<file path="src/rtl/zero_detect_frame_counter.sv">
// Frame statistics stage behind the Mealy zero detector.
// Counts detections and longest detection run per frame, one-entry output register.
module zero_detect_frame_counter #(
  parameter int FRAME_LEN = 8,
  parameter int CNT_W     = 4
) (
  input  logic             clk,
  input  logic             reset,
  input  logic             y_in,
  input  logic             bit_valid,
  input  logic             out_ready,
  output logic             out_valid,
  output logic [CNT_W-1:0] count_out,
  output logic [CNT_W-1:0] run_max,
  output logic             ovf_out,
  output logic             frame_drop
);

  localparam logic [0:0] EMPTY = 1'b0;
  localparam logic [0:0] FULL  = 1'b1;

  localparam logic [CNT_W-1:0] SAT  = '1;
  localparam logic [7:0]       LAST = 8'(FRAME_LEN - 1);

  logic [0:0]       state;
  logic [7:0]       bit_idx;
  logic [CNT_W-1:0] cnt;
  logic [CNT_W-1:0] run_cur;
  logic [CNT_W-1:0] run_best;
  logic             ovf_acc;

  logic [CNT_W-1:0] cnt_nxt;
  logic [CNT_W-1:0] run_nxt;
  logic [CNT_W-1:0] best_nxt;
  logic             ovf_nxt;
  logic             frame_end;
  logic             load;
  logic             drop;

  // Next accumulator values include the current bit, so a frame end
  // can publish them directly while the accumulators clear.
  always_comb begin
    cnt_nxt  = cnt;
    run_nxt  = run_cur;
    ovf_nxt  = ovf_acc;
    if (y_in) begin
      if (cnt == SAT) ovf_nxt = 1'b1;
      else            cnt_nxt = cnt + 1'b1;
      if (run_cur == SAT) ovf_nxt = 1'b1;
      else                run_nxt = run_cur + 1'b1;
    end else begin
      run_nxt = '0;
    end
    best_nxt = (run_nxt > run_best) ? run_nxt : run_best;
  end

  assign frame_end = bit_valid && (bit_idx == LAST);
  assign load      = frame_end && ((state == EMPTY) || out_ready);
  assign drop      = frame_end && (state == FULL) && !out_ready;

  always_ff @(posedge clk) begin
    if (reset) begin
      bit_idx  <= '0;
      cnt      <= '0;
      run_cur  <= '0;
      run_best <= '0;
      ovf_acc  <= 1'b0;
    end else if (frame_end) begin
      bit_idx  <= '0;
      cnt      <= '0;
      run_cur  <= '0;
      run_best <= '0;
      ovf_acc  <= 1'b0;
    end else if (bit_valid) begin
      bit_idx  <= bit_idx + 8'd1;
      cnt      <= cnt_nxt;
      run_cur  <= run_nxt;
      run_best <= best_nxt;
      ovf_acc  <= ovf_nxt;
    end
  end

  always_ff @(posedge clk) begin
    if (reset) begin
      state      <= EMPTY;
      count_out  <= '0;
      run_max    <= '0;
      ovf_out    <= 1'b0;
      frame_drop <= 1'b0;
    end else begin
      frame_drop <= drop;
      if (load) begin
        state     <= FULL;
        count_out <= cnt_nxt;
        run_max   <= best_nxt;
        ovf_out   <= ovf_nxt;
      end else if ((state == FULL) && out_ready) begin
        state <= EMPTY;
      end
    end
  end

  assign out_valid = (state == FULL);

endmodule

</file>
<file path="config.mk">
export PLATFORM = sky130hd
export DESIGN_NAME = zero_detect_frame_counter
export DESIGN_NICKNAME = d
export VERILOG_FILES = /design/src/rtl/zero_detect_frame_counter.sv
export SDC_FILE = /design/constraint.sdc
export NUM_CORES = 1
export LEC_CHECK = 0
export BUFFER_PORTS_ARGS = -buffer_cell sky130_fd_sc_hd__buf_2
export CAP_MARGIN = 40
export CORE_MARGIN = 3
export CORE_UTILIZATION = 57
export DETAILED_ROUTE_END_ITERATION = 16
export PLACE_DENSITY_LB_ADDON = 0.12
export SETUP_SLACK_MARGIN = 0.5
export SLEW_MARGIN = 20
export SYNTH_ARGS = -nofsm -noshare
export SYNTH_HDL_FRONTEND = slang
export SYNTH_SLANG_ARGS = --single-unit
</file>
<file path="constraint.sdc">
create_clock -name clk -period 3.4 [get_ports clk]
set_input_delay 0.68 -clock clk [delete_from_list [all_inputs] [get_ports clk]]
set_output_delay 0.68 -clock clk [all_outputs]
set_load 0.005 [all_outputs]
</file>
==> results of run 1 <==
area by class of cell:
cell class,count,area share [%]
clock buffers,6,2.39
clock inverters,2,2.03
inverters,6,1.30
repair buffers,15,4.35
well taps,30,2.17
flip-flops and latches,32,37.1
multi-input cells,129,50.7
per-layer routing:
metal  vias up  wire (um)
met3        10        123
li1        642          -
met2        31       1600
met5         -          0
met1       611       1360
met4         0         89
state kept, by name, summed over array words and instances (netlist names):
name,cells
run_max,4
run_best,4
ovf_acc,1
bit_idx,8
out_valid,1
frame_drop,1
run_cur,4
count_out,4
cnt,4
ovf_out,1
worst max-delay path by stage:
stage / start / cells past startpoint / slack (ns) / end
after global routing: run_cur[0] / 8 / 0.57 / run_best[1]
after floorplan: y_in / 10 / 0.98 / run_max[1]
after detailed placement: y_in / 9 / 0.75 / run_max[1]
after CTS: run_cur[0] / 9 / 0.76 / run_best[1]
after global placement: y_in / 7 / 0.88 / run_max[1]
final: run_cur[0] / 8 / 0.72 / run_best[1]
placed cells by master, fill, tap and decap left out, drive strengths merged, types with 2 or more instances in the layout:
master / count
a211oi: 3
nand3: 5
ha: 7
xor2: 5
a311oi: 4
mux2i: 14
xnor2: 4
clkbuf: 6
o21bai: 4
a31oi: 3
nand2b: 5
nand4: 6
nor2: 23
and3: 3
buf: 15
nor4: 5
and4: 2
dfxtp: 32
inv: 6
nor3: 2
nand2: 20
a21oi: 6
metrics by stage:
stage	cell area [um^2]	util, %	worst slack (ns)	hold slack (ns)
detailed placement	1650	64.3	0.753	0.448
floorplan	1600	-	0.977	0.435
CTS	1730	67.3	0.755	0.473
global route	1730	67.3	0.573	0.487
finish	1730	67.3	0.719	0.469
global placement	1650	64.3	0.880	0.441
worst max-delay path, cell delays in order (launching register included):
cell,delay (ns)
dfxtp_1,0.44
ha_1,0.23
and3_1,0.25
mux2i_1,0.46
ha_1,0.23
nand3_1,0.08
and3_1,0.23
nor3b_2,0.42
mux2i_1,0.24
where the power goes:
group	switching, mW	total (mW)	internal, mW
registers	0.00688	0.388	0.381
logic	0.0353	0.0585	0.0232
clock network	0.131	0.285	0.154
cell families after synthesis:
kind of cell | after synthesis | share of synthesized area (%)
AO/OA/AOI/OAI | 23 | 10.6
XOR/XNOR | 9 | 4.93
adder cells (fa/ha/maj) | 7 | 5.48
buffers and inverters | 15 | 5.17
flip-flops | 32 | 40.1
multiplexers | 15 | 9.48
AND/OR/NAND/NOR | 75 | 24.2
==> impl_metrics.py, run 1 <==
metrics = {
    "global_routing": {
        "grt_use_met2_pct": 39.3,
        "busiest_layer": "met2",
        "use_met1_pct": 22.8,
        "grt_max_degree": 16,
        "grt_pass1_vias": 1256,
        "antenna_found_initial": 0,
        "grt_pass1_wl_um": 5540,
        "grtUsageTotal_pct": 21.3,
        "use_met3_pct": 4.61,
        "grt-ovfl-total": 0,
    },
    "sta": {
        "skew_ns": 0.0172,
        "maxSlewHeadroom_pct": 57.2,
        "tns_ns": 0,
        "fmax_mhz": 373,
        "hold_viol": 0,
        "min_period_ns": 2.68,
        "report.final.slew_viol_count": 0,
        "period_share_pct": 78.9,
        "rsz0062_at_grt": "false",
        "setup_violations": 0,
        "worst_slew_pin_slew_ns": 0.639,
    },
    "synthesis": {
        "ys_types": 36,
        "yosys_warnings": 0,
        "synth_top_flop_cell": "dfxtp_1",
        "synth.cell_area_um2": 1600,
        "synth_seq_cells": 32,
        "ys_seq_area_share_pct": 40.1,
        "ys_top_cells_by_count": "dfxtp_1, nor2_1, nand2_1, mux2i_1, ha_1",
        "synth_top_area_cell": "dfxtp_1",
        "synthArstFlopShare_pct": 0,
        "synth_edf_count": 0,
        "syn_nets": 188,
        "synth.area.top_cells": "dfxtp_1, mux2i_1, ha_1",
        "yosysTopAreaCellShare_pct": 40.1,
        "synthCells": 176,
        "synthMostInstantiatedCell": "dfxtp_1",
        "synth_area_per_cell_um2": 9.08,
    },
    "cts": {
        "post_cts_buffers": 0,
        "cts_tree": "yes",
        "cts_resized": 0,
        "clk_path_buf_depth": 2,
        "clock_latency_ns": 0.35,
        "clock_sinks": 32,
        "htreeDepth": 2,
        "clk_transition_reported_paths_ns": 0.11,
        "hold_buffers": 0,
        "cts_buffers": 5,
        "root_buffer": "clkbuf_4",
    },
    "setup_path": {
        "arrival_ns": 2.95,
        "cp_max_fo": 6,
        "rr_endpoint": "run_best[1]",
        "rr_worst_depth": 8,
        "critical_path_class": "reg2reg",
        "cp-end-kind": "flop",
        "r2r_slack_ns": 0.72,
        "worst_setup_path_start_kind": "flop",
        "required_ns": 3.67,
        "regToRegStartpoint": "run_cur[0]",
    },
    "floorplan": {
        "die_area_um2": 3470,
        "std_cell_rows": 18,
        "start_util_pct": 62.2,
        "boundaryPins": 16,
        "chipHeight_um": 58.9,
        "coreArea_um2": 2570,
        "die_x_um": 58.9,
    },
    "placement": {
        "place.gp.congestion": 0.779,
        "io_buffers": 15,
        "dp_cells": 212,
        "dp_hpwl_um": 2330,
    },
    "hold_path": {
        "min-delay-start": "run_best[2]",
        "min_to": "run_best[2]",
        "holdPathStages": 2,
        "hold_path.class": "reg2reg",
    },
    "power_and_ir_drop": {
        "p_per_area_nw_per_um2": 423,
        "leakage_nw": 0.732,
        "ir_worst_vdd_mv": 0.371,
        "power_mw": 0.731,
    },
    "cells_and_area": {
        "syn2layout_area_growth_pct": 8.07,
        "final_nets": 201,
        "antennaDiodeCount": 0,
        "drive_above_1_share_pct": 16.3,
        "final-seq-area_um2": 641,
        "nFillCells": 212,
        "multi_input_area_um2": 875,
        "final_cells": 220,
    },
    "detailed_routing": {
        "ant_nets": 0,
        "wire_per_inst_um": 14.4,
        "via_per_inst": 5.88,
        "drtIter0Drc": 49,
        "drc": 0,
        "wirelength_um": 3170,
        "first_pass_iters": 4,
        "via_count": 1294,
    },
    "flow_run": {
        "drv_cap": 0,
    },
    "run_status": {
        "status": "completed",
    },
}
(Power assumes the default switching activity.)
==> run 2: changes to the inputs <==
--- a/config.mk
+++ b/config.mk
@@ -5,10 +5,11 @@
 export SDC_FILE = /design/constraint.sdc
 export NUM_CORES = 1
 export LEC_CHECK = 0
+export ABC_AREA = 1
 export BUFFER_PORTS_ARGS = -buffer_cell sky130_fd_sc_hd__buf_2
 export CAP_MARGIN = 40
 export CORE_MARGIN = 3
-export CORE_UTILIZATION = 57
+export CORE_UTILIZATION = 52
 export DETAILED_ROUTE_END_ITERATION = 16
 export PLACE_DENSITY_LB_ADDON = 0.12
 export SETUP_SLACK_MARGIN = 0.5
==> constraint.sdc (replaced) <==
create_clock -name clk -period 2.4 [get_ports clk]
set_input_delay 0.48 -clock clk [delete_from_list [all_inputs] [get_ports clk]]
set_output_delay 0.48 -clock clk [all_outputs]
set_load 0.005 [all_outputs]
==> impl_metrics.py, run 2 <==
metrics = {
    "run_status": {
        "status": "completed",
    },
    "floorplan": {
        "boundaryPins": 16,
        "die_area_um2": 3890,
        "std_cell_rows": 19,
        "chipHeight_um": 62.3,
        "coreArea_um2": 2880,
        "die_x_um": 62.3,
        "start_util_pct": 57.4,
    },
    "global_routing": {
        "grt-ovfl-total": 0,
        "use_met3_pct": 5.41,
        "grt_pass1_wl_um": 5370,
        "grt_pass1_vias": 1244,
        "antenna_found_initial": 0,
        "use_met1_pct": 22.3,
        "grt_use_met2_pct": 27.4,
        "grt_max_degree": 17,
        "grtUsageTotal_pct": 17.3,
        "busiest_layer": "met2",
    },
    "power_and_ir_drop": {
        "ir_worst_vdd_mv": 0.489,
        "clockPowerShare_pct": 36.8,
        "p_per_area_nw_per_um2": 583,
        "p_comb_share_pct": 13.1,
        "power.switching_mw": 0.297,
        "leakage_nw": 0.854,
        "internal-power_mw": 0.815,
        "power_mw": 1.11,
        "power_frac_seq_pct": 50.1,
        "swShare_pct": 26.7,
    },
    "sta": {
        "setup_violations": 0,
        "rsz0062_at_grt": "true",
        "layout_setup_ws_ns": 0.576,
        "maxSlewHeadroom_pct": 79.9,
        "min_period_ns": 1.82,
        "tns_ns": 0,
        "worst_slew_pin_slew_ns": 0.301,
        "hold_viol": 0,
        "holdWs_ns": 0.418,
        "period_share_pct": 76.0,
        "fmax_mhz": 548,
        "report.final.slew_viol_count": 0,
        "skew_ns": 0.0101,
    },
    "hold_path": {
        "hold_path.class": "in2reg",
        "holdPathStages": 2,
    },
    "cells_and_area": {
        "final_common_cell": "nand2_1",
        "antennaDiodeCount": 0,
        "drive_above_1_share_pct": 23.4,
        "regMostFlops": "bit_idx",
        "syn2layout_area_growth_pct": 15.5,
        "final_nets": 259,
        "final_cells": 290,
        "largest_register_ffs": 8,
        "final_cell_mix": "nand2_1, inv_1, dfxtp_1, a21oi_1, nor2_1",
    },
    "detailed_routing": {
        "wire_per_inst_um": 11.0,
        "drc": 0,
        "via_per_inst": 4.90,
        "first_pass_iters": 4,
        "ant_nets": 0,
        "drtIter0Drc": 57,
        "wirelength_um": 3190,
        "via_count": 1422,
    },
    "synthesis": {
        "yosys_warnings": 0,
        "synth_top_flop_cell": "dfxtp_1",
        "ys_seq_area_share_pct": 38.8,
        "synth_area_per_cell_um2": 7.24,
        "synth.area.top_cells": "dfxtp_1, nand2_1, inv_1",
        "syn_nets": 240,
        "synth_seq_cells": 32,
        "synth.cell_area_um2": 1650,
        "yosysTopAreaCellShare_pct": 38.8,
        "ys_types": 32,
        "synth_top_area_cell": "dfxtp_1",
        "synth_edf_count": 0,
        "synthCells": 228,
        "ys_top_cells_by_count": "nand2_1, inv_1, dfxtp_1, a21oi_1, nand3_1",
        "synthMostInstantiatedCell": "nand2_1",
        "synthArstFlopShare_pct": 0,
    },
    "cts": {
        "clock_latency_ns": 0.34,
        "root_buffer": "clkbuf_4",
        "htreeDepth": 2,
        "cts_tree": "yes",
        "clk_path_buf_depth": 2,
        "clk_transition_reported_paths_ns": 0.11,
        "clock_sinks": 32,
        "cts_buffers": 5,
    },
    "setup_path": {
        "cp_cell_sequence": "ha_4 > nand2_2 > nand2_1 > nor2_1 > nor2_1 > ha_1 > nand2_1 > inv_2 > nand2_1 > nand2_2 > nand2_4 > nand2_1 > nand3_1 > nand2_1 > inv_1",
        "cp-end-kind": "flop",
        "crit_path_top_delay_cell": "dfxtp_4",
        "critical_path_class": "reg2reg",
        "rr_worst_depth": 15,
        "arrival_ns": 2.06,
        "cpPeakStageDelay_ns": 0.37,
        "cp_max_fo": 5,
        "required_ns": 2.64,
        "cp_common_cell": "nand2_1",
        "worst_setup_path_start_kind": "flop",
    },
    "placement": {
        "dp_hpwl_um": 2270,
        "io_buffers": 15,
        "place.gp.congestion": 0.827,
        "place_ws_ns": 0.328,
        "dp_cells": 281,
    },
    "flow_run": {
        "drv_cap": 0,
    },
}
==> run 2: cell count changes in the layout (fill, tap and decap cells not counted), moves of 5 or more <==
| cell | before | now |
|---|---|---|
| nand3_1 | 5 | 14 |
| mux2i_1 | 14 | 0 |
| o21ai_0 | 1 | 10 |
| inv_1 | 6 | 32 |
| nand2_1 | 20 | 46 |
| nand2_2 | 0 | 7 |
| a21oi_1 | 6 | 22 |
| nor2_1 | 21 | 16 |
| nand2b_1 | 5 | 0 |
==> run 2: path summary, 6_finish.rpt <==
kind                                   start      endpoint  slack, ns
worst min-delay path                   reset  count_out[2]       0.42
worst max-delay path              run_cur[0]    run_max[3]       0.58
worst max register to register    run_cur[0]    run_max[3]       0.58
worst min register to register  count_out[2]  count_out[2]       0.48
==> run 2: power groups by stage <==
stage | clock network, mW | logic (mW) | registers, mW
3_3_place_gp | 0 | 0.118 | 0.569
5_1_grt | 0.436 | 0.166 | 0.560
4_1_cts | 0.415 | 0.126 | 0.558
6_report | 0.409 | 0.145 | 0.558
3_5_place_dp | 0 | 0.120 | 0.569
2_1_floorplan | 0 | 0.101 | 0.567
==> run 2: metal layers <==
layer,routed length [um],vias up
met1,1580,613
met5,0,-
met2,1420,28
met3,129,11
li1,-,770
met4,64,0
==> run 2: critical path, delay by kind of cell, from the launching register on <==
family | cells | cell delay (ns)
DFF | 1 | 0.37
adders and majority gates | 2 | 0.46
and+or+nand+nor | 11 | 0.80
buffers and inverters | 2 | 0.09
==> run 2: cell families after synthesis <==
group,count (synthesis),synth area share [%]
AO/OA/AOI/OAI,40,13.0
buffers and inverters,42,11.7
flip-flops,32,38.8
XOR/XNOR,4,2.12
adder cells (fa/ha/maj),7,5.31
AND/OR/NAND/NOR,103,29.1
==> run 2: cell type report <==
| type | instances | area [um^2] |
|---|---|---|
| sequential | 32 | 651 |
| clock buffer | 6 | 41.3 |
| inverter | 36 | 140 |
| multi-input combinational | 154 | 890 |
| tap | 42 | 52.6 |
| timing repair buffer | 18 | 97.6 |
| clock inverter | 2 | 35.0 |
| fill | 265 | 970 |
==> run 2: timing repair <==
action	CTS	global route
pin swaps	0	2
setup endpoints to repair	8	8
cloned	0	0
hold buffers	0	0
buffers inserted	0	1
resized for setup	8	15
==> run 2: metrics by stage <==
stage | instance area, um^2 | util [%]
finish | 1910 | 66.3
detailed placement | 1740 | 60.5
global placement | 1740 | 60.5
global route | 1910 | 66.3
floorplan | 1650 | -
CTS | 1840 | 64.1
